`config.mk`:
```
export PLATFORM = sky130hd
export DESIGN_NAME = softmax_exp_engine_flat
export DESIGN_NICKNAME = d
export VERILOG_FILES = /design/src/rtl/softmax_exp_engine_if.sv /design/src/rtl/softmax_exp_engine.sv /design/src/flat_wrapper.sv
export SDC_FILE = /design/constraint.sdc
export NUM_CORES = 1
export LEC_CHECK = 0
export BUFFER_PORTS_ARGS = -buffer_cell sky130_fd_sc_hd__buf_2
export CORE_MARGIN = 8
export CORE_UTILIZATION = 40
export DETAILED_ROUTE_END_ITERATION = 16
export HOLD_SLACK_MARGIN = 0.1
export SYNTH_ARGS = -nofsm -noshare
export SYNTH_HDL_FRONTEND = slang
export SYNTH_SLANG_ARGS = --single-unit
```
`constraint.sdc`:
```
create_clock -name clk -period 5.9 [get_ports clk]
set_input_delay 1.18 -clock clk [delete_from_list [all_inputs] [get_ports clk]]
set_output_delay 1.18 -clock clk [all_outputs]
set_load 0.01 [all_outputs]
```
`src/rtl/softmax_exp_engine_if.sv`:
```
// Score stream, exponent stream, row-sum report and LUT programming port of the
// softmax exponent engine. The engine takes the slave side.
interface softmax_exp_engine_if #(
  parameter int DATA_W    = 8,
  parameter int VEC_LEN   = 16,
  parameter int LUT_DEPTH = 16,
  parameter int EXP_W     = 32,
  parameter int SUM_W     = EXP_W + $clog2(VEC_LEN)
);
  localparam int LUT_AW = (LUT_DEPTH > 1) ? $clog2(LUT_DEPTH) : 1;
  localparam int IDX_W  = (VEC_LEN > 1) ? $clog2(VEC_LEN) : 1;

  logic                     in_valid;
  logic                     in_ready;
  logic signed [DATA_W-1:0] in_data;
  logic                     in_last;

  logic                     lut_we;
  logic [LUT_AW-1:0]        lut_addr;
  logic [EXP_W-1:0]         lut_wdata;

  logic                     out_valid;
  logic                     out_ready;
  logic [EXP_W-1:0]         out_exp;
  logic [IDX_W-1:0]         out_idx;
  logic                     out_last;
  logic                     out_sat;

  logic                     sum_valid;
  logic [SUM_W-1:0]         sum_exp;

  modport master (
    output in_valid, in_data, in_last, lut_we, lut_addr, lut_wdata, out_ready,
    input  in_ready, out_valid, out_exp, out_idx, out_last, out_sat, sum_valid, sum_exp
  );

  modport slave (
    input  in_valid, in_data, in_last, lut_we, lut_addr, lut_wdata, out_ready,
    output in_ready, out_valid, out_exp, out_idx, out_last, out_sat, sum_valid, sum_exp
  );
endinterface

```
`src/rtl/softmax_exp_engine.sv`:
```
// Buffers one row of signed scores while tracking the maximum, then streams
// LUT[min(max - x, LUT_DEPTH-1)] per element and reports the row sum.
module softmax_exp_engine #(
  parameter int DATA_W    = 8,
  parameter int VEC_LEN   = 16,
  parameter int LUT_DEPTH = 16,
  parameter int EXP_W     = 32,
  parameter int SUM_W     = EXP_W + $clog2(VEC_LEN)
) (
  input  logic clk,
  input  logic rst,
  softmax_exp_engine_if.slave io
);
  localparam int LUT_AW = (LUT_DEPTH > 1) ? $clog2(LUT_DEPTH) : 1;
  localparam int IDX_W  = (VEC_LEN > 1) ? $clog2(VEC_LEN) : 1;
  localparam logic [DATA_W:0]   LUT_LIM   = (DATA_W+1)'(LUT_DEPTH);
  localparam logic [IDX_W-1:0]  LAST_SLOT = IDX_W'(VEC_LEN - 1);

  typedef enum logic [1:0] {S_LOAD, S_EMIT, S_DONE} state_t;

  // Difference is never negative because max >= every buffered score.
  function automatic logic [DATA_W:0] row_diff(input logic signed [DATA_W-1:0] mx,
                                               input logic signed [DATA_W-1:0] x);
    logic signed [DATA_W:0] mx_e;
    logic signed [DATA_W:0] x_e;
    mx_e     = mx;
    x_e      = x;
    row_diff = mx_e - x_e;
  endfunction

  // Returns {saturated, lut_index}.
  function automatic logic [LUT_AW:0] clamp_index(input logic [DATA_W:0] d);
    if (d < LUT_LIM) clamp_index = {1'b0, d[LUT_AW-1:0]};
    else             clamp_index = {1'b1, LUT_AW'(LUT_DEPTH - 1)};
  endfunction

  state_t                   state;
  logic [IDX_W-1:0]         cnt;
  logic [IDX_W-1:0]         last_idx;
  logic signed [DATA_W-1:0] max_q;
  logic [SUM_W-1:0]         sum_q;
  logic signed [DATA_W-1:0] score_buf [VEC_LEN];
  logic [EXP_W-1:0]         lut_mem   [LUT_DEPTH];

  logic                     in_ready_q;
  logic                     out_valid_q;
  logic [EXP_W-1:0]         out_exp_q;
  logic [IDX_W-1:0]         out_idx_q;
  logic                     out_last_q;
  logic                     out_sat_q;
  logic                     sum_valid_q;

  logic                     in_fire;
  logic                     row_close;
  logic                     emit_fire;
  logic                     at_last;
  logic [IDX_W-1:0]         nxt_idx;
  logic signed [DATA_W-1:0] max_nxt;
  logic signed [DATA_W-1:0] sel_max;
  logic signed [DATA_W-1:0] sel_score;
  logic [LUT_AW:0]          sat_idx;
  logic [EXP_W-1:0]         lut_rd;

  // Next-element select: element 0 while closing a row, element k+1 while emitting.
  // A LUT write landing on the same edge is forwarded so the registered output
  // shows what a read during its presentation cycle would return.
  always_comb begin
    in_fire   = io.in_valid && in_ready_q;
    row_close = io.in_last || (cnt == LAST_SLOT);
    emit_fire = out_valid_q && io.out_ready;
    at_last   = (out_idx_q == last_idx);
    nxt_idx   = out_idx_q + IDX_W'(1);
    max_nxt   = (cnt == '0 || io.in_data > max_q) ? io.in_data : max_q;
    if (state == S_LOAD) begin
      sel_max   = max_nxt;
      sel_score = (cnt == '0) ? io.in_data : score_buf[0];
    end else begin
      sel_max   = max_q;
      sel_score = score_buf[nxt_idx];
    end
    sat_idx = clamp_index(row_diff(sel_max, sel_score));
    lut_rd  = (io.lut_we && io.lut_addr == sat_idx[LUT_AW-1:0]) ? io.lut_wdata
                                                                : lut_mem[sat_idx[LUT_AW-1:0]];
  end

  always_ff @(posedge clk) begin
    if (rst && in_fire) score_buf[cnt] <= io.in_data;
  end

  always_ff @(posedge clk) begin
    if (!rst) begin
      for (int i = 0; i < LUT_DEPTH; i++) lut_mem[i] <= '0;
    end else if (io.lut_we) begin
      lut_mem[io.lut_addr] <= io.lut_wdata;
    end
  end

  always_ff @(posedge clk) begin
    if (!rst) begin
      state       <= S_LOAD;
      cnt         <= '0;
      last_idx    <= '0;
      max_q       <= '0;
      sum_q       <= '0;
      in_ready_q  <= 1'b1;
      out_valid_q <= 1'b0;
      out_exp_q   <= '0;
      out_idx_q   <= '0;
      out_last_q  <= 1'b0;
      out_sat_q   <= 1'b0;
      sum_valid_q <= 1'b0;
    end else begin
      case (state)
        S_LOAD: begin
          if (in_fire) begin
            max_q <= max_nxt;
            cnt   <= cnt + IDX_W'(1);
            if (row_close) begin
              state       <= S_EMIT;
              last_idx    <= cnt;
              in_ready_q  <= 1'b0;
              out_valid_q <= 1'b1;
              out_idx_q   <= '0;
              out_last_q  <= (cnt == '0);
              out_sat_q   <= sat_idx[LUT_AW];
              out_exp_q   <= lut_rd;
            end
          end
        end
        S_EMIT: begin
          if (emit_fire) begin
            sum_q <= sum_q + SUM_W'(out_exp_q);
            if (at_last) begin
              state       <= S_DONE;
              out_valid_q <= 1'b0;
              out_last_q  <= 1'b0;
              out_sat_q   <= 1'b0;
              sum_valid_q <= 1'b1;
            end else begin
              out_idx_q  <= nxt_idx;
              out_last_q <= (nxt_idx == last_idx);
              out_sat_q  <= sat_idx[LUT_AW];
              out_exp_q  <= lut_rd;
            end
          end
        end
        S_DONE: begin
          state       <= S_LOAD;
          cnt         <= '0;
          sum_q       <= '0;
          out_idx_q   <= '0;
          sum_valid_q <= 1'b0;
          in_ready_q  <= 1'b1;
        end
        default: state <= S_LOAD;
      endcase
    end
  end

  assign io.in_ready  = in_ready_q;
  assign io.out_valid = out_valid_q;
  assign io.out_exp   = out_exp_q;
  assign io.out_idx   = out_idx_q;
  assign io.out_last  = out_last_q;
  assign io.out_sat   = out_sat_q;
  assign io.sum_valid = sum_valid_q;
  assign io.sum_exp   = sum_q;
endmodule

```
`src/flat_wrapper.sv`:
```
// flat-port wrapper written by rule: the top's interface ports become plain ports
module softmax_exp_engine_flat 
#(
  parameter int DATA_W    = 8,
  parameter int VEC_LEN   = 16,
  parameter int LUT_DEPTH = 16,
  parameter int EXP_W     = 32,
  parameter int SUM_W     = EXP_W + $clog2(VEC_LEN)
)
  (clk, rst, io_in_valid, io_in_data, io_in_last, io_lut_we, io_lut_addr, io_lut_wdata, io_out_ready, io_in_ready, io_out_valid, io_out_exp, io_out_idx, io_out_last, io_out_sat, io_sum_valid, io_sum_exp);
  softmax_exp_engine_if #(.DATA_W(DATA_W), .VEC_LEN(VEC_LEN), .LUT_DEPTH(LUT_DEPTH), .EXP_W(EXP_W), .SUM_W(SUM_W)) io_i ();
  input  logic clk;
  input  logic rst;
  input wire logic [$bits(io_i.in_valid)-1:0] io_in_valid;
  input wire logic [$bits(io_i.in_data)-1:0] io_in_data;
  input wire logic [$bits(io_i.in_last)-1:0] io_in_last;
  input wire logic [$bits(io_i.lut_we)-1:0] io_lut_we;
  input wire logic [$bits(io_i.lut_addr)-1:0] io_lut_addr;
  input wire logic [$bits(io_i.lut_wdata)-1:0] io_lut_wdata;
  input wire logic [$bits(io_i.out_ready)-1:0] io_out_ready;
  output wire logic [$bits(io_i.in_ready)-1:0] io_in_ready;
  output wire logic [$bits(io_i.out_valid)-1:0] io_out_valid;
  output wire logic [$bits(io_i.out_exp)-1:0] io_out_exp;
  output wire logic [$bits(io_i.out_idx)-1:0] io_out_idx;
  output wire logic [$bits(io_i.out_last)-1:0] io_out_last;
  output wire logic [$bits(io_i.out_sat)-1:0] io_out_sat;
  output wire logic [$bits(io_i.sum_valid)-1:0] io_sum_valid;
  output wire logic [$bits(io_i.sum_exp)-1:0] io_sum_exp;
  assign io_i.in_valid = io_in_valid;
  assign io_i.in_data = io_in_data;
  assign io_i.in_last = io_in_last;
  assign io_i.lut_we = io_lut_we;
  assign io_i.lut_addr = io_lut_addr;
  assign io_i.lut_wdata = io_lut_wdata;
  assign io_i.out_ready = io_out_ready;
  assign io_in_ready = io_i.in_ready;
  assign io_out_valid = io_i.out_valid;
  assign io_out_exp = io_i.out_exp;
  assign io_out_idx = io_i.out_idx;
  assign io_out_last = io_i.out_last;
  assign io_out_sat = io_i.out_sat;
  assign io_sum_valid = io_i.sum_valid;
  assign io_sum_exp = io_i.sum_exp;
  softmax_exp_engine #(.DATA_W(DATA_W), .VEC_LEN(VEC_LEN), .LUT_DEPTH(LUT_DEPTH), .EXP_W(EXP_W), .SUM_W(SUM_W)) u_core (.clk(clk), .rst(rst), .io(io_i));
endmodule
```
==> out/results.ini <==
[synthesis]
synthSimpleGateAreaFrac_pct=13.2
synth-xor-area-share_pct=1.11
syn_area_mm2=0.0347
synth_edf_count=640
synth-compound-area-share_pct=8.60
synth_top_family_by_area=simple AND/OR/NAND/NOR gates
ys_async_sr_fraction_pct=0
ys_seq_elements=735
ys.flop_type=edfxtp_1
synth_fp_nets=2647
yosysSeqAreaShare_pct=60.9
ys_types=66
synth-adder-area-share_pct=2.03
synth_cells=2542
synth_mux_area_share_pct=11.7
yosys_warnings=0
syn_avg_cell_area_um2=13.6

[clock_network]
ctsHtreeMaxLevel=3
numCtsBuffers=78
clk_pin_slew_ns=0.06
postCtsHoldBufs=0
root_buffer=clkbuf_16
cts.sinks=735
tritoncts=built
cts_setup_buffers=0
clk_latency_ns=0.64
clockBufferDepth=3
cts-resized-gates=0

[timing]
worst_pin_slew_ns=1.23
setup_viol=0
fin_skew_ns=0.0388
final.period_utilization_pct=92.5
finalMaxSlewViolations=0
min_period_ns=5.46
final_hold_viol_count=0
slew_headroom_pct=17.4
hold_slack_ns=0.489
fmax_mhz=183
rsz0062_at_grt=no

[power]
intPower_mw=9.69
comb_power_share_pct=21.3
p_switching_mw=3.93
p_total_mw=13.6
clkPwrFrac_pct=34.4
swShare_pct=28.9
power_leakage_nw=14.1
power_density_mw_per_mm2=344
seqPwrFrac_pct=44.4
ir_drop_v=0.000201

[placed_design]
io_buffers=126
hpwl_um=63600
place_area_mm2=0.0371
gp_congestion=0.870

[routing]
ant_nets=0
vias_per_cell=5.71
num_vias=22100
drc=0
wire_per_inst_um=25.9
top_layer_used=met5
wl_met1_um=42000
dr_wl_met3_um=6770
dr.first_iter.drc_count=2240
wirelength_um=100000
wl_met2_um=49000
drt_first_pass_iters=5

[critical_path]
ff2ff_path_depth=16
path_max_fanout=17
r2r_start=u_core.io.out_idx[1]$_SDFFE_PN0P_
endpoint=u_core.io.out_exp[29]$_SDFFE_PN0P_
path_cells=buf_2 -> ha_1 -> nor2b_1 -> o21a_1 -> o21a_1 -> o211ai_1 -> and3_1 -> o221ai_1 -> nand2_1 -> buf_4 -> buf_4 -> mux2_2 -> ha_1 -> nor2_1 -> a211oi_2 -> nor4_1 -> nor4b_2 -> or3_1 -> mux2i_1 -> a211oi_4 -> buf_12 -> a22oi_1 -> o21ai_1
cp_data_arrival_time_ns=6.01
cp-startpoint=io_in_data[1]
crit_path_max_incr_delay_ns=0.55
crit_path_end_kind=register
start_kind=input pin
path_class=input pin to register
critPathSlowestCell=a211oi_4
crit_buf_inv=4
worstReg2RegEnd=u_core.io.out_exp[29]$_SDFFE_PN0P_
cp.depth=23
crit_family=simple AND/OR/NAND/NOR gates
required_ns=6.45
r2r_slack_ns=0.56

[final_layout]
area_delta_synth_final_pct=14.2
fin_area_mm2=0.0396
final_cell_mix=640 x edfxtp_1, 523 x and2_1, 126 x buf_2, 114 x o21ai_0, 104 x mux4_2
utilization_pct=45.8
final_common_cell=edfxtp_1
final_nets=2750
layout-drive-gt1-share_pct=19.6

[grt]
grt-ovfl-total=0
antenna_found_initial=8
grt_use_total_pct=20.6
grt_pass1_wl_um=148000
grt_pass1_vias=22600
grt_max_degree=64

[min_path]
hold_class=register to register

[job]
maxCapViolations=0

[die]
fp-row-count=108
pin_count=127
dieArea_mm2=0.0963
die_w_um=310
start_util_pct=40.1
coreArea_mm2=0.0863
die_h_um=310

[status]
status=finished clean

-- worst min path at each step --
| stage | startpoint | endpoint | slack, ns | cells past startpoint |
|---|---|---|---|---|
| floorplan | u_core.last_idx[0]$_SDFFE_PN0P_ | u_core.last_idx[0]$_SDFFE_PN0P_ | 0.50 | 2 |
| global placement | u_core.io.sum_exp[28]$_SDFFE_PN0P_ | u_core.io.sum_exp[28]$_SDFFE_PN0P_ | 0.47 | 2 |
| detailed placement | u_core.io.sum_exp[27]$_SDFFE_PN0P_ | u_core.io.sum_exp[27]$_SDFFE_PN0P_ | 0.48 | 2 |
| CTS | u_core.io.sum_exp[28]$_SDFFE_PN0P_ | u_core.io.sum_exp[28]$_SDFFE_PN0P_ | 0.49 | 2 |
| global route | u_core.io.sum_exp[26]$_SDFFE_PN0P_ | u_core.io.sum_exp[26]$_SDFFE_PN0P_ | 0.51 | 2 |
| finish | u_core.io.sum_exp[28]$_SDFFE_PN0P_ | u_core.io.sum_exp[28]$_SDFFE_PN0P_ | 0.49 | 2 |
-- synthesized netlist by cell type, drive strengths merged (5+ instances only) --
| master | count | share of area [%] |
|---|---|---|
| a22oi | 47 | 1.0 |
| nor2 | 69 | 0.75 |
| edfxtp | 640 | 55 |
| a211oi | 8 | 0.22 |
| and2 | 525 | 9.5 |
| and4 | 6 | 0.15 |
| clkbuf | 157 | 1.7 |
| o21a | 10 | 0.22 |
| a31oi | 5 | 0.090 |
| nand3 | 12 | 0.17 |
| o22ai | 67 | 1.2 |
| o21ai | 158 | 2.3 |
| mux4 | 104 | 6.8 |
| or3 | 6 | 0.11 |
| o211ai | 8 | 0.19 |
| nand2b | 15 | 0.27 |
| xnor2 | 27 | 0.70 |
| mux2 | 71 | 2.3 |
| dfxtp | 95 | 5.5 |
| nor2b | 39 | 0.70 |
| xor2 | 16 | 0.40 |
| buf | 34 | 0.51 |
| mux2i | 90 | 2.6 |
| nand2 | 69 | 0.75 |
| and3 | 10 | 0.18 |
| ha | 53 | 1.9 |
| nor3 | 21 | 0.34 |
| a21o | 13 | 0.28 |
| inv | 22 | 0.24 |
| a21oi | 37 | 0.53 |
| a32o | 64 | 1.8 |
-- worst register-to-register path: stages, from the launching register on --
cell,delay [ns]
dfxtp_1,0.37
ha_1,0.48
buf_12,0.28
mux4_2,0.56
mux4_2,0.52
o21ai_0,0.41
ha_1,0.31
nand2b_1,0.12
a211oi_2,0.10
nor4_1,0.32
nor4b_2,0.13
or3_1,0.45
mux2i_1,0.21
a211oi_4,0.55
buf_12,0.26
a22oi_1,0.09
o21ai_1,0.10
-- cells by family (layout without fill, tap and decap cells) --
family | Yosys count | after routing
compound gates | 445 | 445
xor+xnor | 43 | 43
fa+ha+maj | 55 | 55
buf+inv | 213 | 378
flops | 735 | 735
mux | 265 | 265
other cells | 0 | 8
simple gates | 786 | 786
-- registers in the layout, indices dropped and copies added (netlist names) --
signal               cells
u_core.score_buf       128
u_core.max_q             8
u_core.last_idx          4
u_core.io.out_sat        1
u_core.io.out_exp       32
u_core.io.out_valid      1
u_core.io.out_idx        4
u_core.io.sum_valid      1
u_core.cnt               4
u_core.io.out_last       1
u_core.io.sum_exp       36
u_core.io.in_ready       1
u_core.lut_mem         512
u_core.state             2
-- per-layer routing --
layer	up-vias	track usage (%)
met5	-	0
met4	2	6.48
met3	151	3.09
met2	843	34.6
met1	11300	27.4
li1	9777	-
-- power groups by stage --
stage	Combinational, mW	Clock (mW)	Sequential, mW
finish	2.90	4.68	6.04
detailed placement	2.89	0	6.15
global route	3.09	4.93	6.06
floorplan	1.86	0	6.09
global placement	2.87	0	6.13
CTS	2.90	4.74	6.04
-- metrics by stage --
stage	cells	worst slack [ns]	setup TNS [ns]
after CTS	3862	0.514	0
after global routing	3862	0.179	0
after floorplan	2542	0.420	0
after global placement	3720	-0.0199	-0.163
after detailed placement	3720	-0.132	-2.96
final	3870	0.440	0
-- area by class of cell --
type	count	area, um2
Fill cell	7642	46800
Sequential cell	735	21100
Multi-Input combinational cell	1594	12900
Clock buffer	110	2120
Timing Repair Buffer	214	1540
Tap cell	1155	1450
Clock inverter	32	294
Inverter	22	82.6
Antenna cell	8	20.0
(Power assumes the default switching activity.)
